### src/rtl/rf_seq_pkg.sv
// Shared encodings for the register-file sequencer: FSM state codes and
// command opcodes.
package rf_seq_pkg;

    typedef enum logic [2:0] {
        S_IDLE   = 3'd0,
        S_READ_A = 3'd1,
        S_READ_B = 3'd2,
        S_EXEC   = 3'd3,
        S_WRITE  = 3'd4
    } state_e;

    typedef enum logic [1:0] {
        OP_MOVI = 2'b00,
        OP_MOV  = 2'b01,
        OP_ADD  = 2'b10,
        OP_AND  = 2'b11
    } op_e;

    function automatic logic op_needs_b(input op_e op);
        return (op == OP_ADD) || (op == OP_AND);
    endfunction

endpackage

### src/rtl/rf_seq_alu.sv
// Combinational result/flag generator for the sequencer's EXEC step.
// V is meaningful only for ADD; every other op reports 0.
module rf_seq_alu
    import rf_seq_pkg::*;
#(
    parameter int W = 16
) (
    input  op_e                  i_op,
    input  logic signed [W-1:0]  i_a,
    input  logic signed [W-1:0]  i_b,
    input  logic        [W-1:0]  i_imm,
    output logic        [W-1:0]  o_result,
    output logic                 o_z,
    output logic                 o_n,
    output logic                 o_v
);

    logic signed [W-1:0] w_sum;

    // Two same-signed operands producing a differently-signed sum overflowed.
    function automatic logic add_ovf(input logic signed [W-1:0] a,
                                     input logic signed [W-1:0] b,
                                     input logic signed [W-1:0] s);
        return (a[W-1] == b[W-1]) && (s[W-1] != a[W-1]);
    endfunction

    assign w_sum = i_a + i_b;

    always_comb begin
        o_result = i_imm;
        o_v      = 1'b0;
        case (i_op)
            OP_MOVI: o_result = i_imm;
            OP_MOV:  o_result = i_a;
            OP_ADD: begin
                o_result = w_sum;
                o_v      = add_ovf(i_a, i_b, w_sum);
            end
            OP_AND:  o_result = i_a & i_b;
            default: o_result = i_imm;
        endcase
    end

    assign o_z = (o_result == '0);
    assign o_n = o_result[W-1];

endmodule

### src/rtl/rf_sequencer.sv
// Command-driven initiator for an 8x16 register file: reads up to two
// sources, computes one result, writes it back and pulses done.
module rf_sequencer
    import rf_seq_pkg::*;
#(
    parameter int W  = 16,
    parameter int AW = 3
) (
    input  logic          clk,
    input  logic          rst_n,
    input  logic          cmd_valid,
    output logic          cmd_ready,
    input  logic [1:0]    cmd_op,
    input  logic [AW-1:0] cmd_rd,
    input  logic [AW-1:0] cmd_rs1,
    input  logic [AW-1:0] cmd_rs2,
    input  logic [W-1:0]  cmd_imm,
    output logic [AW-1:0] rf_readnum,
    input  logic [W-1:0]  rf_data_out,
    output logic [AW-1:0] rf_writenum,
    output logic          rf_write,
    output logic [W-1:0]  rf_data_in,
    output logic          done,
    output logic [W-1:0]  result,
    output logic          flag_z,
    output logic          flag_n,
    output logic          flag_v
);

    state_e        r_state;
    state_e        w_state_nxt;
    op_e           r_op;
    logic [AW-1:0] r_rd;
    logic [AW-1:0] r_rs1;
    logic [AW-1:0] r_rs2;
    logic [W-1:0]  r_imm;
    logic [W-1:0]  r_a;
    logic [W-1:0]  r_b;
    logic [W-1:0]  r_result;
    logic          r_z;
    logic          r_n;
    logic          r_v;
    logic          r_done;
    logic          w_accept;
    logic [W-1:0]  w_alu_result;
    logic          w_alu_z;
    logic          w_alu_n;
    logic          w_alu_v;

    assign w_accept = cmd_valid && (r_state == S_IDLE);

    always_ff @(posedge clk or negedge rst_n) begin
        if (!rst_n) r_state <= S_IDLE;
        else        r_state <= w_state_nxt;
    end

    always_comb begin
        w_state_nxt = r_state;
        case (r_state)
            S_IDLE: begin
                if (cmd_valid)
                    w_state_nxt = (op_e'(cmd_op) == OP_MOVI) ? S_EXEC : S_READ_A;
            end
            S_READ_A: w_state_nxt = op_needs_b(r_op) ? S_READ_B : S_EXEC;
            S_READ_B: w_state_nxt = S_EXEC;
            S_EXEC:   w_state_nxt = S_WRITE;
            S_WRITE:  w_state_nxt = S_IDLE;
            default:  w_state_nxt = S_IDLE;
        endcase
    end

    // Command latch, operand capture and EXEC result/flag registers.
    always_ff @(posedge clk or negedge rst_n) begin
        if (!rst_n) begin
            r_op     <= OP_MOVI;
            r_rd     <= '0;
            r_rs1    <= '0;
            r_rs2    <= '0;
            r_imm    <= '0;
            r_a      <= '0;
            r_b      <= '0;
            r_result <= '0;
            r_z      <= 1'b0;
            r_n      <= 1'b0;
            r_v      <= 1'b0;
            r_done   <= 1'b0;
        end else begin
            r_done <= (r_state == S_WRITE);
            if (w_accept) begin
                r_op  <= op_e'(cmd_op);
                r_rd  <= cmd_rd;
                r_rs1 <= cmd_rs1;
                r_rs2 <= cmd_rs2;
                r_imm <= cmd_imm;
            end
            if (r_state == S_READ_A) r_a <= rf_data_out;
            if (r_state == S_READ_B) r_b <= rf_data_out;
            if (r_state == S_EXEC) begin
                r_result <= w_alu_result;
                r_z      <= w_alu_z;
                r_n      <= w_alu_n;
                r_v      <= w_alu_v;
            end
        end
    end

    rf_seq_alu #(
        .W (W)
    ) u_alu (
        .i_op     (r_op),
        .i_a      (r_a),
        .i_b      (r_b),
        .i_imm    (r_imm),
        .o_result (w_alu_result),
        .o_z      (w_alu_z),
        .o_n      (w_alu_n),
        .o_v      (w_alu_v)
    );

    // Write enable is decoded straight from state so an async reset kills it at once.
    assign cmd_ready   = (r_state == S_IDLE);
    assign rf_readnum  = (r_state == S_READ_B) ? r_rs2 : r_rs1;
    assign rf_write    = (r_state == S_WRITE);
    assign rf_writenum = r_rd;
    assign rf_data_in  = r_result;
    assign done        = r_done;
    assign result      = r_result;
    assign flag_z      = r_z;
    assign flag_n      = r_n;
    assign flag_v      = r_v;

endmodule

### config.mk
export PLATFORM = sky130hd
export DESIGN_NAME = rf_sequencer
export DESIGN_NICKNAME = d
export VERILOG_FILES = /design/src/rtl/rf_seq_pkg.sv /design/src/rtl/rf_seq_alu.sv /design/src/rtl/rf_sequencer.sv
export SDC_FILE = /design/constraint.sdc
export NUM_CORES = 1
export LEC_CHECK = 0
export CAP_MARGIN = 20
export CELL_PAD_IN_SITES_DETAIL_PLACEMENT = 1
export CELL_PAD_IN_SITES_GLOBAL_PLACEMENT = 1
export CORE_MARGIN = 2
export CORE_UTILIZATION = 41
export DETAILED_ROUTE_END_ITERATION = 6
export GPL_TIMING_DRIVEN = 0
export PLACE_DENSITY_LB_ADDON = 0.25
export SETUP_SLACK_MARGIN = 0.4
export SLEW_MARGIN = 20
export SYNTH_ARGS = -nofsm -noshare
export SYNTH_HDL_FRONTEND = slang
export SYNTH_SLANG_ARGS = --single-unit
### constraint.sdc
create_clock -name clk -period 3.5 [get_ports clk]
set_input_delay 0.7 -clock clk [delete_from_list [all_inputs] [get_ports clk]]
set_output_delay 0.7 -clock clk [all_outputs]
set_load 0.03 [all_outputs]
==> results.py, run 1 <==
metrics = {
    "clock_tree": {
        "cts-root-buf": "clkbuf_8",
        "cts_max_level": 3,
        "cts_buffers": 9,
        "cts_buffer_depth": 2,
        "cts_sinks": 81,
        "insertion_delay_ns": 0.35,
        "cts_tree": "built",
        "path_clk_slew_ns": 0.08,
    },
    "sta": {
        "fmax_mhz": 333,
        "tightest_slew_ns": 0.729,
        "period_minus_slack_ns": 3.00,
        "skew_ns": 0.00556,
        "slew_viol_final": 0,
        "timing.final.crit_share_pct": 85.7,
        "hold_ws_ns": 0.309,
        "hold_viol": 0,
        "setup_viol": 0,
        "max-slew-margin-rel_pct": 51.4,
        "rsz0062_at_grt": "yes",
        "finalSetupTns_ns": 0,
    },
    "drt": {
        "wl_mm": 11.8,
        "vias": 3387,
        "drt_iter0_drc": 111,
        "via_per_inst": 5.41,
        "antenna_left": 0,
        "drc": 0,
        "first_pass_iters": 4,
        "detail_route.wl_per_cell_um": 18.9,
    },
    "layout": {
        "final_nets": 548,
        "final_cell_mix": "clkdlybuf4s50_1 (85), dfrtp_1 (81), mux2_2 (64)",
        "multi_input_area_mm2": 0.00218,
        "layout_commonest_cell": "clkdlybuf4s50_1",
        "post-route-util_pct": 55.0,
        "area_growth_pct": 29.2,
        "n_antenna_cell": 0,
        "nFillCells": 1118,
        "seqCellArea_mm2": 0.00203,
        "layout-drive-gt1-share_pct": 24.5,
    },
    "synth": {
        "ys_types": 57,
        "synth_cells": 383,
        "ys_ff_latch": 81,
        "synth_ff_type": "dfrtp_1",
        "yosys.area.top_type": "dfrtp_1",
        "synth_area_mm2": 0.00444,
        "synth_edf_count": 0,
        "async_flop_share_pct": 100,
        "synth_top_area_share_pct": 45.7,
        "synth_nets": 446,
        "synth_warnings": 0,
        "synth_seq_area_share_pct": 45.7,
        "synth_area_leaders": "dfrtp_1 (46%), mux2_2 (16%), ha_1 (4.5%)",
        "syn_avg_cell_area_um2": 11.6,
    },
    "setup_path": {
        "crit_type": "reg2reg",
        "required_ns": 3.78,
        "reg2reg_slack_ns": 0.50,
        "path_max_fanout": 5,
        "worstPathArrival_ns": 3.28,
        "start_kind": "flip-flop",
        "cp-end-kind": "flip-flop",
    },
    "placement": {
        "dpl.hpwl_mm": 9.00,
        "gp_congestion": 0.849,
        "io_buffer_count": 89,
    },
    "pwr": {
        "cellPowerDensity_mw_per_mm2": 1180,
        "p_leak_uw": 0.00243,
        "ir_drop_uv": 437,
    },
    "grt": {
        "grt_overflow": 0,
        "grt_pass1_wl_mm": 19.4,
        "grtUsageTotal_pct": 21.9,
        "grt_max_degree": 46,
        "grt_pass1_vias": 3660,
        "antenna_found_initial": 0,
    },
    "floorplan": {
        "rows": 37,
        "core_mm2": 0.0104,
        "initial_core_util_pct": 42.6,
        "die-area_mm2": 0.0117,
        "pin_count": 90,
        "die_w_um": 108,
        "die_y_um": 108,
    },
    "job": {
        "cap_violations": 0,
    },
    "run_status": {
        "status": "complete, no violations",
    },
    "worst_hold_path": {
        "min_path_type": "in2async",
    },
}
flip-flops by register name, indices dropped and copies added, names as in the netlist:
signal	flops
r_imm	16
r_a	16
done	1
r_rs1	3
r_rs2	3
r_op	2
rf_writenum	3
flag_z	1
flag_v	1
result	16
r_b	16
r_state	3
power by group:
group	switching (uW)	leakage (uW)	internal, uW
sequential	317	0.000977	1410
combinational	2380	0.00136	2010
clock	335	0.0000932	294
total	3030	0.00243	3710
layer usage:
| layer | part of all wire [%] | global-route usage (%) | wire, um | vias to the layer above |
|---|---|---|---|---|
| met5 | 0 | 0 | 0 | - |
| met4 | 1.4 | 5.86 | 161 | 0 |
| met3 | 6.0 | 5.85 | 713 | 12 |
| met2 | 48 | 36.3 | 5740 | 100 |
| met1 | 44 | 28.6 | 5220 | 1690 |
| li1 | - | - | - | 1585 |
what timing repair did:
item                       CTS  global route
hold buffers                 0             0
setup endpoints to repair    3             3
setup buffers                0             0
resized for setup            6             3
synthesized netlist by cell type (2+ instances only):
cell type	n
dfrtp_1	81
mux2_2	64
nand2_1	28
buf_4	17
ha_1	16
clkbuf_1	15
nor2_1	14
o21ai_0	13
a21oi_1	12
inv_1	10
mux4_2	8
nor2b_1	7
a21boi_0	5
nand4_1	5
a211oi_1	4
a21o_1	4
a222oi_1	4
a31oi_1	4
mux2i_1	4
nand2b_1	4
o21a_1	4
xnor2_1	4
xor2_1	4
buf_2	3
nor3_1	3
nor3b_1	3
o21bai_1	3
a2111oi_2	2
a211o_1	2
a221oi_1	2
and3_1	2
buf_1	2
nand3_1	2
nand3b_1	2
o2111ai_1	2
o31a_1	2
or2_2	2
layout make-up:
cell class,instances,area share [%]
Multi-Input combinational cell,254,38.0
Sequential cell,81,35.4
Timing Repair Buffer,91,16.2
Buffer,37,3.80
Tap cell,136,2.97
Clock buffer,13,2.77
Inverter,11,0.720
Clock inverter,3,0.262
final timing paths:
path	to	from	depth (start not counted)
setup / recovery	flag_z	r_a[0]	11
hold / removal	r_rs2[0]	rst_n	1
setup reg to reg	flag_z	r_a[0]	11
hold reg to reg	flag_v	flag_v	2
max in group asynchronous	result[10]	rst_n	2
min in group clk	flag_v	flag_v	2
logic make-up after synthesis:
group | after synthesis | share of synthesized area, %
adder cells (fa/ha/maj) | 17 | 4.96
buffers and inverters | 48 | 5.58
AO/OA/AOI/OAI | 74 | 12.0
XOR/XNOR | 8 | 1.58
flip-flops | 81 | 45.7
AND/OR/NAND/NOR | 79 | 9.05
multiplexers | 76 | 21.2
per-stage QoR:
step | setup slack, ns | instances | area, um2 | power [uW]
final | 0.500 | 626 | 5730 | 6740
after global routing | 0.362 | 626 | 5730 | 7270
after CTS | 0.402 | 626 | 5730 | 6780
after detailed placement | 0.209 | 610 | 5540 | 6100
after global placement | -1.10 | 608 | 5500 | 5930
after floorplan | 0.845 | 383 | 4440 | 4730
worst max-delay path, cell delays in order (launching register included):
cell	delay [ns]
dfrtp_1	0.40
ha_1	0.24
inv_1	0.09
fa_2	0.26
nor2b_4	0.05
o31a_1	0.31
o31a_1	0.30
xor2_1	0.16
mux4_2	0.49
a2111oi_2	0.29
nand4_1	0.15
o21ai_1	0.17
(Power assumes the default switching activity.)
==> run 2, diff against run 1 <==
Settings changed: SLEW_MARGIN 20 to default.
==> run 2 against run 1 <==
- clock power is 22% higher
- count of clock-buffer cells in the layout down 3
- die area is the same
- cell area rose by 1.6%
- first-iteration DRC count rose by 23%
- fmax grew 2.2%
- final cell count grew 0.32%
- utilization up 0.90 points
- via count grew 1.5%
- power rose by 3.8%
- flip-flop and latch count is the same
- hold slack got worse by 0.020 ns
==> results.py, run 2 (same netlist as run 1, synthesis figures left out) <==
metrics = {
    "sta": {
        "worst_slack_ns": 0.566,
        "setup_viol": 0,
        "timing.final.crit_share_pct": 83.8,
        "rsz0062_at_grt": "no",
        "fmax_mhz": 341,
        "finalSetupTns_ns": 0,
        "skew_ns": 0.0119,
        "hold_ws_ns": 0.289,
        "period_minus_slack_ns": 2.93,
        "hold_viol": 0,
        "slew_viol_final": 0,
        "max-slew-margin-rel_pct": 37.5,
        "tightest_slew_ns": 0.934,
    },
    "clock_tree": {
        "cts_sinks": 81,
        "cts_max_level": 3,
        "cts-root-buf": "clkbuf_8",
        "cts_buffers": 9,
        "path_clk_slew_ns": 0.09,
        "cts_hold_buf": 0,
        "insertion_delay_ns": 0.36,
        "cts_tree": "built",
        "cts_buffer_depth": 2,
    },
    "layout": {
        "final_cell_mix": "clkdlybuf4s50_1 (85), dfrtp_1 (81), mux2_2 (64)",
        "layout_commonest_cell": "clkdlybuf4s50_1",
        "area_growth_pct": 31.3,
        "n_antenna_cell": 0,
        "nFillCells": 1108,
        "final_nets": 550,
        "layout-drive-gt1-share_pct": 25.8,
    },
    "pwr": {
        "cellPowerDensity_mw_per_mm2": 1200,
        "power.total_uw": 7000,
        "switching_share_pct": 44.9,
        "ir_drop_uv": 409,
        "p_leak_uw": 0.00244,
        "combPwrFrac_pct": 64.3,
        "seq_power_share_pct": 24.7,
        "power_switching_uw": 3140,
        "internal_power_uw": 3850,
        "p_clk_share_pct": 11.0,
    },
    "drt": {
        "top_layer": "met4",
        "via_per_inst": 5.47,
        "detail_route.wl_per_cell_um": 19.0,
        "wl_mm": 12.0,
        "antenna_left": 0,
        "dr_wl_met3_um": 561,
        "vias": 3438,
        "route.met2.wl_mm": 5.80,
        "drt_iter0_drc": 137,
        "first_pass_iters": 4,
        "drt-met1-wl_mm": 5.43,
        "drc": 0,
    },
    "floorplan": {
        "core_mm2": 0.0104,
        "rows": 37,
        "initial_core_util_pct": 42.6,
        "die_y_um": 108,
        "die-area_mm2": 0.0117,
        "die_w_um": 108,
        "pin_count": 90,
    },
    "placement": {
        "pre_cts_ws_ns": 0.131,
        "io_buffer_count": 89,
        "dpl.hpwl_mm": 9.03,
        "gp_congestion": 0.849,
    },
    "setup_path": {
        "r2r_cells": 12,
        "path_max_fanout": 5,
        "slowest_stage": "dfrtp_1",
        "max_stage_delay_ns": 0.40,
        "path_depth": 12,
        "path_cells": "ha_2 > inv_1 > fa_2 > nor2b_4 > o31a_1 > buf_4 > o2111ai_1 > a211o_1 > nand3b_1 > a2111oi_4 > nand4_1 > o21ai_1",
        "required_ns": 3.79,
        "crit_buf_inv": 2,
        "start_kind": "flip-flop",
        "worstPathArrival_ns": 3.22,
        "cp_top_family": "compound AO/OA/AOI/OAI gates",
        "cp-end-kind": "flip-flop",
        "crit_type": "reg2reg",
    },
    "grt": {
        "grt_max_degree": 46,
        "antenna_found_initial": 0,
        "grtUsageTotal_pct": 22.1,
        "grt_pass1_wl_mm": 19.5,
        "grt_pass1_vias": 3690,
        "grt_overflow": 0,
    },
    "worst_hold_path": {
        "min_path_type": "in2async",
    },
    "job": {
        "cap_violations": 0,
    },
    "run_status": {
        "status": "complete, no violations",
    },
}
## run 2: changes by cell type in the layout (fill, tap and decap cells not counted), moves of 2 or more
cell / delta
buf_4: +2
bufinv_16: +2
clkbuf_8: -2
clkinv_2: -2
dlygate4sd2_1: +2
dlymetal6s2s_1: -2
## run 2: final cells by class
type,instances,area (um2),share of cell area (%)
Clock inverter,6,90.1,1.55
Inverter,11,41.3,0.709
Buffer,37,218,3.74
Tap cell,136,170,2.92
Timing Repair Buffer,93,935,16.0
Clock buffer,10,128,2.19
Sequential cell,81,2030,34.8
Multi-Input combinational cell,254,2220,38.1
## run 2: worst paths after layout
check / start / endpoint / slack [ns]
hold / removal: rst_n / r_rs2[0] / 0.29
max in group asynchronous: rst_n / result[10] / 2.62
min in group clk: flag_v / flag_v / 0.50
hold reg to reg: flag_v / flag_v / 0.50
setup reg to reg: r_b[0] / flag_z / 0.57
setup / recovery: r_b[0] / flag_z / 0.57
## run 2: metal layers
| metal | vias up | GRT usage, % |
|---|---|---|
| met2 | 105 | 36.7 |
| met1 | 1727 | 28.9 |
| met3 | 15 | 3.74 |
| met5 | - | 0 |
| met4 | 0 | 8.24 |
| li1 | 1591 | - |
## run 2: per-stage QoR
stage	utilization (%)	std cells	area (um2)
2_1_floorplan	-	383	4440
3_3_place_gp	52.8	608	5500
3_5_place_dp	53.1	609	5530
4_1_cts	55.3	625	5760
5_1_grt	55.9	628	5830
6_report	55.9	628	5830
## run 2: power groups by stage
stage	combinational [uW]	clock (uW)	sequential, uW
floorplan	2870	0	1860
global placement	4220	0	1710
detailed placement	4350	0	1750
CTS	4380	780	1740
global route	4910	817	1800
finish	4500	767	1730
## run 2: timing repair
item | in CTS | in global routing
pin swaps | 0 | 7
setup endpoints to repair | 3 | 1
resized for setup | 8 | 8
buffers inserted | 0 | 3
==> RTL edit 1, RTL diff (settings of run 2) <==
`W` is set to 16 in 2 places; all go to 12.
--- a/src/rtl/rf_seq_alu.sv
+++ b/src/rtl/rf_seq_alu.sv
@@ -3,7 +3,7 @@
 module rf_seq_alu
     import rf_seq_pkg::*;
 #(
-    parameter int W = 16
+    parameter int W = 12
 ) (
     input  op_e                  i_op,
     input  logic signed [W-1:0]  i_a,
--- a/src/rtl/rf_sequencer.sv
+++ b/src/rtl/rf_sequencer.sv
@@ -3,7 +3,7 @@
 module rf_sequencer
     import rf_seq_pkg::*;
 #(
-    parameter int W  = 16,
+    parameter int W  = 12,
     parameter int AW = 3
 ) (
     input  logic          clk,
Interface: changed (resized cmd_imm, result, rf_data_in and rf_data_out); port bits go from 90 to 74. The function was not compared with the original's and may differ.
==> RTL edit 1 against run 2 <==
Power decreased by 21%; worst setup slack got worse by 0.083 ns; sequential cell count decreased by 16; first-iteration DRC count decreased by 32%; area after synthesis decreased by 22%; core utilization increased by 0.17 points; routed wire length decreased by 32%; cell area decreased by 21%; clock skew about the same; sequential share of layout area increased by 0.49 points; critical endpoint is now rf_readnum[2]; hold slack improved by 0.17 ns.
==> RTL edit 1: results (changes against run 2) <==
clockNetworkAreaShare_pct: 5.292  # +1.6 points
grt_max_degree: 66  # +43%
dp_slack_ns: -0.2294  # -0.3604 ns
ys_ff_latch: 65  # -20%
drtIter0Drc: 93  # -32%
layout-drive-gt1-share_pct: 31.42  # +5.6 points
worst_pin_slew_ns: 0.8203  # -0.1136 ns
grt_use_met1_pct: 24.01  # -4.9 points
status: "completed"
switching_power_uw: 2239  # -29%
slowest_delay_ns: 0.37  # -0.03 ns
wl_per_cell_um: 17.16  # -9.9%
met2_usage_pct: 32.93  # -3.8 points
buffers: 101  # -22%
synth.mux.area_fraction_pct: 23.22  # +2.0 points
synthAdderAreaFrac_pct: 4.889  # -0.073 points
placed_cell_area_sq_um: 4345  # -21%
hold_slack_ns: 0.4546  # +0.1653 ns
critPathTopFamily: "buffers and inverters"
wl_met1_um: 3601  # -34%
grt_pass1_wl_um: 13410  # -31%
yosysSeqAreaShare_pct: 46.73  # +1.1 points
diodes: 0  # unchanged
yosys-top-cells-area: "dfrtp_1 47%, mux2_2 19%, ha_1 4.3%, mux4_2 3.9%, buf_4 2.8%"
worstPathArrival_ns: 2.32  # -0.90 ns
reg2regPathDepth: 9  # -3
post-cts-setup-buffers: 1  # +1
grt_pass1_vias: 2649  # -28%
p_leak_uw: 0.001937  # -21%
fillers: 856  # -23%
placed_cells: 454  # -25%
r2r_slack_ns: 0.60  # +0.03 ns
fin_nets: 412  # -25%
synth_compound_area_share_pct: 8.986  # -3.0 points
synth-xor-area-share_pct: 2.265  # +0.69 points
synthTopCellsByCount: "65 x dfrtp_1, 58 x mux2_2, 15 x nand2_1, 13 x buf_4, 12 x ha_1"
route.met2.wl_um: 3967  # -32%
regArea_sq_um: 1627  # -20%
syn_to_final_growth_pct: 32.46
final-instance-count-excl-fill: 471  # -25%
grt_use_total_pct: 19.34  # -2.7 points
inverters_excl_clock: 1  # -10
worstSetupStartpoint: "r_state[0]$_DFFE_PN0P_"
synth_nets: 326  # -27%
place_hpwl_um: 5901  # -35%
grt_use_met3_pct: 4.229  # +0.49 points
vias: 2460  # -28%
skew_ns: 0.01241  # +0.0004943 ns
die_area_sq_um: 9243  # -21%
multi_input_area_share_pct: 35.96  # -2.1 points
yosys.cell_types.count: 51  # -11%
buf_share_pct: 20.54  # +0.77 points
portBuffers: 73  # -18%
n_clock_buffer: 11  # +1
multi_input_cells: 183  # -28%
globalplace.congestion: 0.9052  # +6.6%
period_needed_ns: 3.018  # +0.08322 ns
postSynthAreaPerCell_sq_um: 12.66  # +9.2%
wl_met3_um: 368  # -34%
peakVddDrop_v: 0.0004288  # +5.0%
[RTL edit 1: changes by cell type after synthesis, moves of 5 or more]
cell      delta
nand2_1     -13
o21ai_0      -7
inv_1       -10
nor2_1       -6
clkbuf_1     -9
mux2_2       -6
dfrtp_1     -16
clkbuf_8     +5
a21boi_0     -5
[RTL edit 1: power by group through the flow]
stage / logic (uW) / clock network, uW / registers [uW]
floorplan: 2280 / 0 / 1500
CTS: 3400 / 805 / 1390
detailed placement: 3370 / 0 / 1400
global placement: 3270 / 0 / 1380
finish: 3380 / 787 / 1390
global route: 3690 / 836 / 1450
[RTL edit 1: worst max-delay path by stage]
| stage | endpoint | cells after the start |
|---|---|---|
| 6_report | rf_readnum[2] | 6 |
| 5_1_grt | rf_readnum[2] | 6 |
| 4_1_cts | rf_readnum[2] | 6 |
| 3_5_place_dp | rf_readnum[2] | 6 |
| 3_3_place_gp | result[9]$_DFFE_PN0P_ | 1 |
| 2_1_floorplan | rf_readnum[0] | 4 |
==> RTL edit 2, RTL diff (flow settings as in run 2) <==
Without the edit above. Make the reset (`rst_n`) synchronous in 2 clocked blocks. Comments in the files are not updated.
--- a/src/rtl/rf_sequencer.sv
+++ b/src/rtl/rf_sequencer.sv
@@ -49,7 +49,7 @@
 
     assign w_accept = cmd_valid && (r_state == S_IDLE);
 
-    always_ff @(posedge clk or negedge rst_n) begin
+    always_ff @(posedge clk) begin
         if (!rst_n) r_state <= S_IDLE;
         else        r_state <= w_state_nxt;
     end
@@ -70,7 +70,7 @@
     end
 
     // Command latch, operand capture and EXEC result/flag registers.
-    always_ff @(posedge clk or negedge rst_n) begin
+    always_ff @(posedge clk) begin
         if (!rst_n) begin
             r_op     <= OP_MOVI;
             r_rd     <= '0;
Behaviour: differs if rst_n is asserted again (counterexample within 4 cycles, from zero or initial values and one cycle with rst_n low); with rst_n held inactive, the same outputs for 10 cycles.
==> RTL edit 2 against run 2 <==
Area after synthesis is 5.0% lower; cell area is 3.2% lower; die area is 4.8% lower; routed wire length is 18% higher; critical path depth is 3 lower; critical path type unchanged; fmax is 3.8% lower; worst setup slack worse by 0.11 ns; sequential cell count stayed put; final cell count is 23% higher.
Power is not compared: it rests on default switching activity, and its combinational part moved more than twofold at a synthesized area within 25%.
==> RTL edit 2: results (changes against run 2) <==
rr_startpoint: "r_a[4]$_SDFFE_PN0P_"
synthTopCellsByCount: "158 x nand2_1, 81 x dfxtp_1, 76 x a21oi_1, 25 x clkbuf_1, 19 x nor2_1"
critPathTopFamily: "simple AND/OR/NAND/NOR gates"
synth_enable_flop_cells: 0  # unchanged
met2_usage_pct: 44.38  # +7.6 points
drtIter0Drc: 199  # +45%
status: "completed"
worstPathArrival_ns: 3.34  # +0.12 ns
root_buffer: "clkbuf_8"
p_leak_uw: 0.002176
diodes: 0  # unchanged
hp-start: "rf_writenum[2]$_SDFFE_PN0P_"
async_flop_share_pct: 0  # -100 points
placed_cells: 751  # +23%
yosysSeqAreaShare_pct: 38.45  # -7.2 points
grt_pass1_wl_um: 22560  # +16%
grt_use_total_pct: 25.92  # +3.9 points
worst_pin_slew_ns: 0.9144  # -0.01953 ns
hold_slack_ns: 0.4634  # +0.1741 ns
drt_wl_total_um: 14100  # +18%
grt_use_met3_pct: 5.071  # +1.3 points
clock_latency_ns: 0.37
critPathMaxFanout: 4  # -1
grt_max_degree: 14  # -70%
netlist_instances: 525  # +37%
portBuffers: 89  # unchanged
hold_class: "flip-flop to flip-flop"
hold_end: "rf_writenum[2]$_SDFFE_PN0P_"
hold_depth: 2
ctsLongestPathBuffers: 2  # unchanged
slowest_delay_ns: 0.50  # +0.10 ns
synth_nets: 588  # +32%
r2r_slack_ns: 0.45  # -0.11 ns
layout-drive-gt1-share_pct: 12.30  # -14 points
grt_pass1_vias: 4438  # +20%
yosys-top-cells-area: "dfxtp_1 38%, nand2_1 14%, a21oi_1 9.0%, mux4_2 5.9%, ha_1 4.7%"
cp_slowest_cell: "mux4_2"
reg2regPathDepth: 9  # -3
place_hpwl_um: 10380  # +15%
path_clk_slew_ns: 0.10
synthFlopType: "dfxtp_1"
skew_ns: 0.01771  # +0.005791 ns
fillers: 1239  # +12%
htreeDepth: 3  # unchanged
yosysWarnings: 0  # unchanged
yosys.cell_types.count: 56  # -1.8%
first_pass_iters: 4  # unchanged
globalplace.congestion: 0.8739  # +2.9%
numCtsBuffers: 9  # unchanged
fin_nets: 692  # +26%
dp_slack_ns: 0.04196  # -0.08904 ns
vias: 4219  # +23%
grt_use_met1_pct: 32.28  # +3.4 points
antenna_found_initial: 0  # unchanged
timing.rr.end: "flag_z$_SDFFE_PN0P_"
final-instance-count-excl-fill: 770  # +23%
[RTL edit 2: cell count changes in the layout (fill, tap and decap cells not counted), moves of 6 or more]
cell | run 2 | this run
clkbuf_1 | 14 | 22
nor3_1 | 3 | 9
dfrtp_1 | 81 | 0
a21oi_1 | 12 | 75
nand2_1 | 28 | 158
inv_1 | 10 | 3
nor2b_1 | 7 | 1
mux2_2 | 64 | 4
dfxtp_1 | 0 | 77
[RTL edit 2: how the worst max path moves through the flow]
stage / from / end / slack [ns] / cells past startpoint
final: r_a[4]$_SDFFE_PN0P_ / flag_z$_SDFFE_PN0P_ / 0.45 / 9
after global routing: r_a[1]$_SDFFE_PN0P_ / flag_z$_SDFFE_PN0P_ / 0.27 / 9
after CTS: r_state[1]$_SDFFE_PN0P_ / rf_readnum[0] / 0.17 / 7
after detailed placement: r_a[0]$_SDFFE_PN0P_ / flag_z$_SDFFE_PN0P_ / 0.04 / 11
after global placement: r_state[1]$_SDFFE_PN0P_ / rf_readnum[0] / -0.23 / 6
after floorplan: r_a[0]$_SDFFE_PN0P_ / flag_z$_SDFFE_PN0P_ / 0.50 / 11
[RTL edit 2: logic make-up (layout without fill, tap and decap cells)]
family                     after synthesis  count (layout)  synth area share, %
xor gates and xnor gates                 9               9                1.869
buffers and inverters                   52             161                6.200
adders and majority gates               17              17                5.221
AOI/OAI and AO/OA                      121             121                16.91
muxes                                   18              18                7.654
DFF                                     81              81                38.45
and+or+nand+nor                        227             227                23.70
[RTL edit 2: per-layer routing]
layer	wire length, um	part of all wire (%)	vias to the layer above
met5	0	0	-
met1	5944	42	2024
met4	264	1.9	0
met2	6807	48	167
li1	-	-	2008
met3	1079	7.7	20
[RTL edit 2: power breakdown]
group | internal [uW] | total (uW) | switching [uW]
Sequential | 992 | 1050 | 54.4
Combinational | 257 | 630 | 374
Clock | 475 | 829 | 355
Total | 1720 | 2510 | 783
[RTL edit 2: what timing repair did]
item                                    CTS  global route
endpoints found under the setup margin    4             4
buffers inserted                          3             0
pin swaps                                 6             5
resized for setup                        21            14
[RTL edit 2: layout make-up]
cell class                      instances  area (sq um)  area share (%)
Multi-Input combinational cell        392          2425           42.97
Timing Repair Buffer                   93         918.4           16.27
Buffer                                 47         249.0           4.412
Tap cell                              136         170.2           3.016
Sequential cell                        81          1627           28.82
Inverter                                5         18.77          0.3326
Clock buffer                           11         131.4           2.328
Clock inverter                          5         103.9           1.840
[RTL edit 2: metrics by stage]
step	area, sq um	power, uW
after global routing	5643	2614
after detailed placement	5284	1668
after CTS	5615	2503
final	5643	2506
after global placement	5279	1640
after floorplan	4218	1429
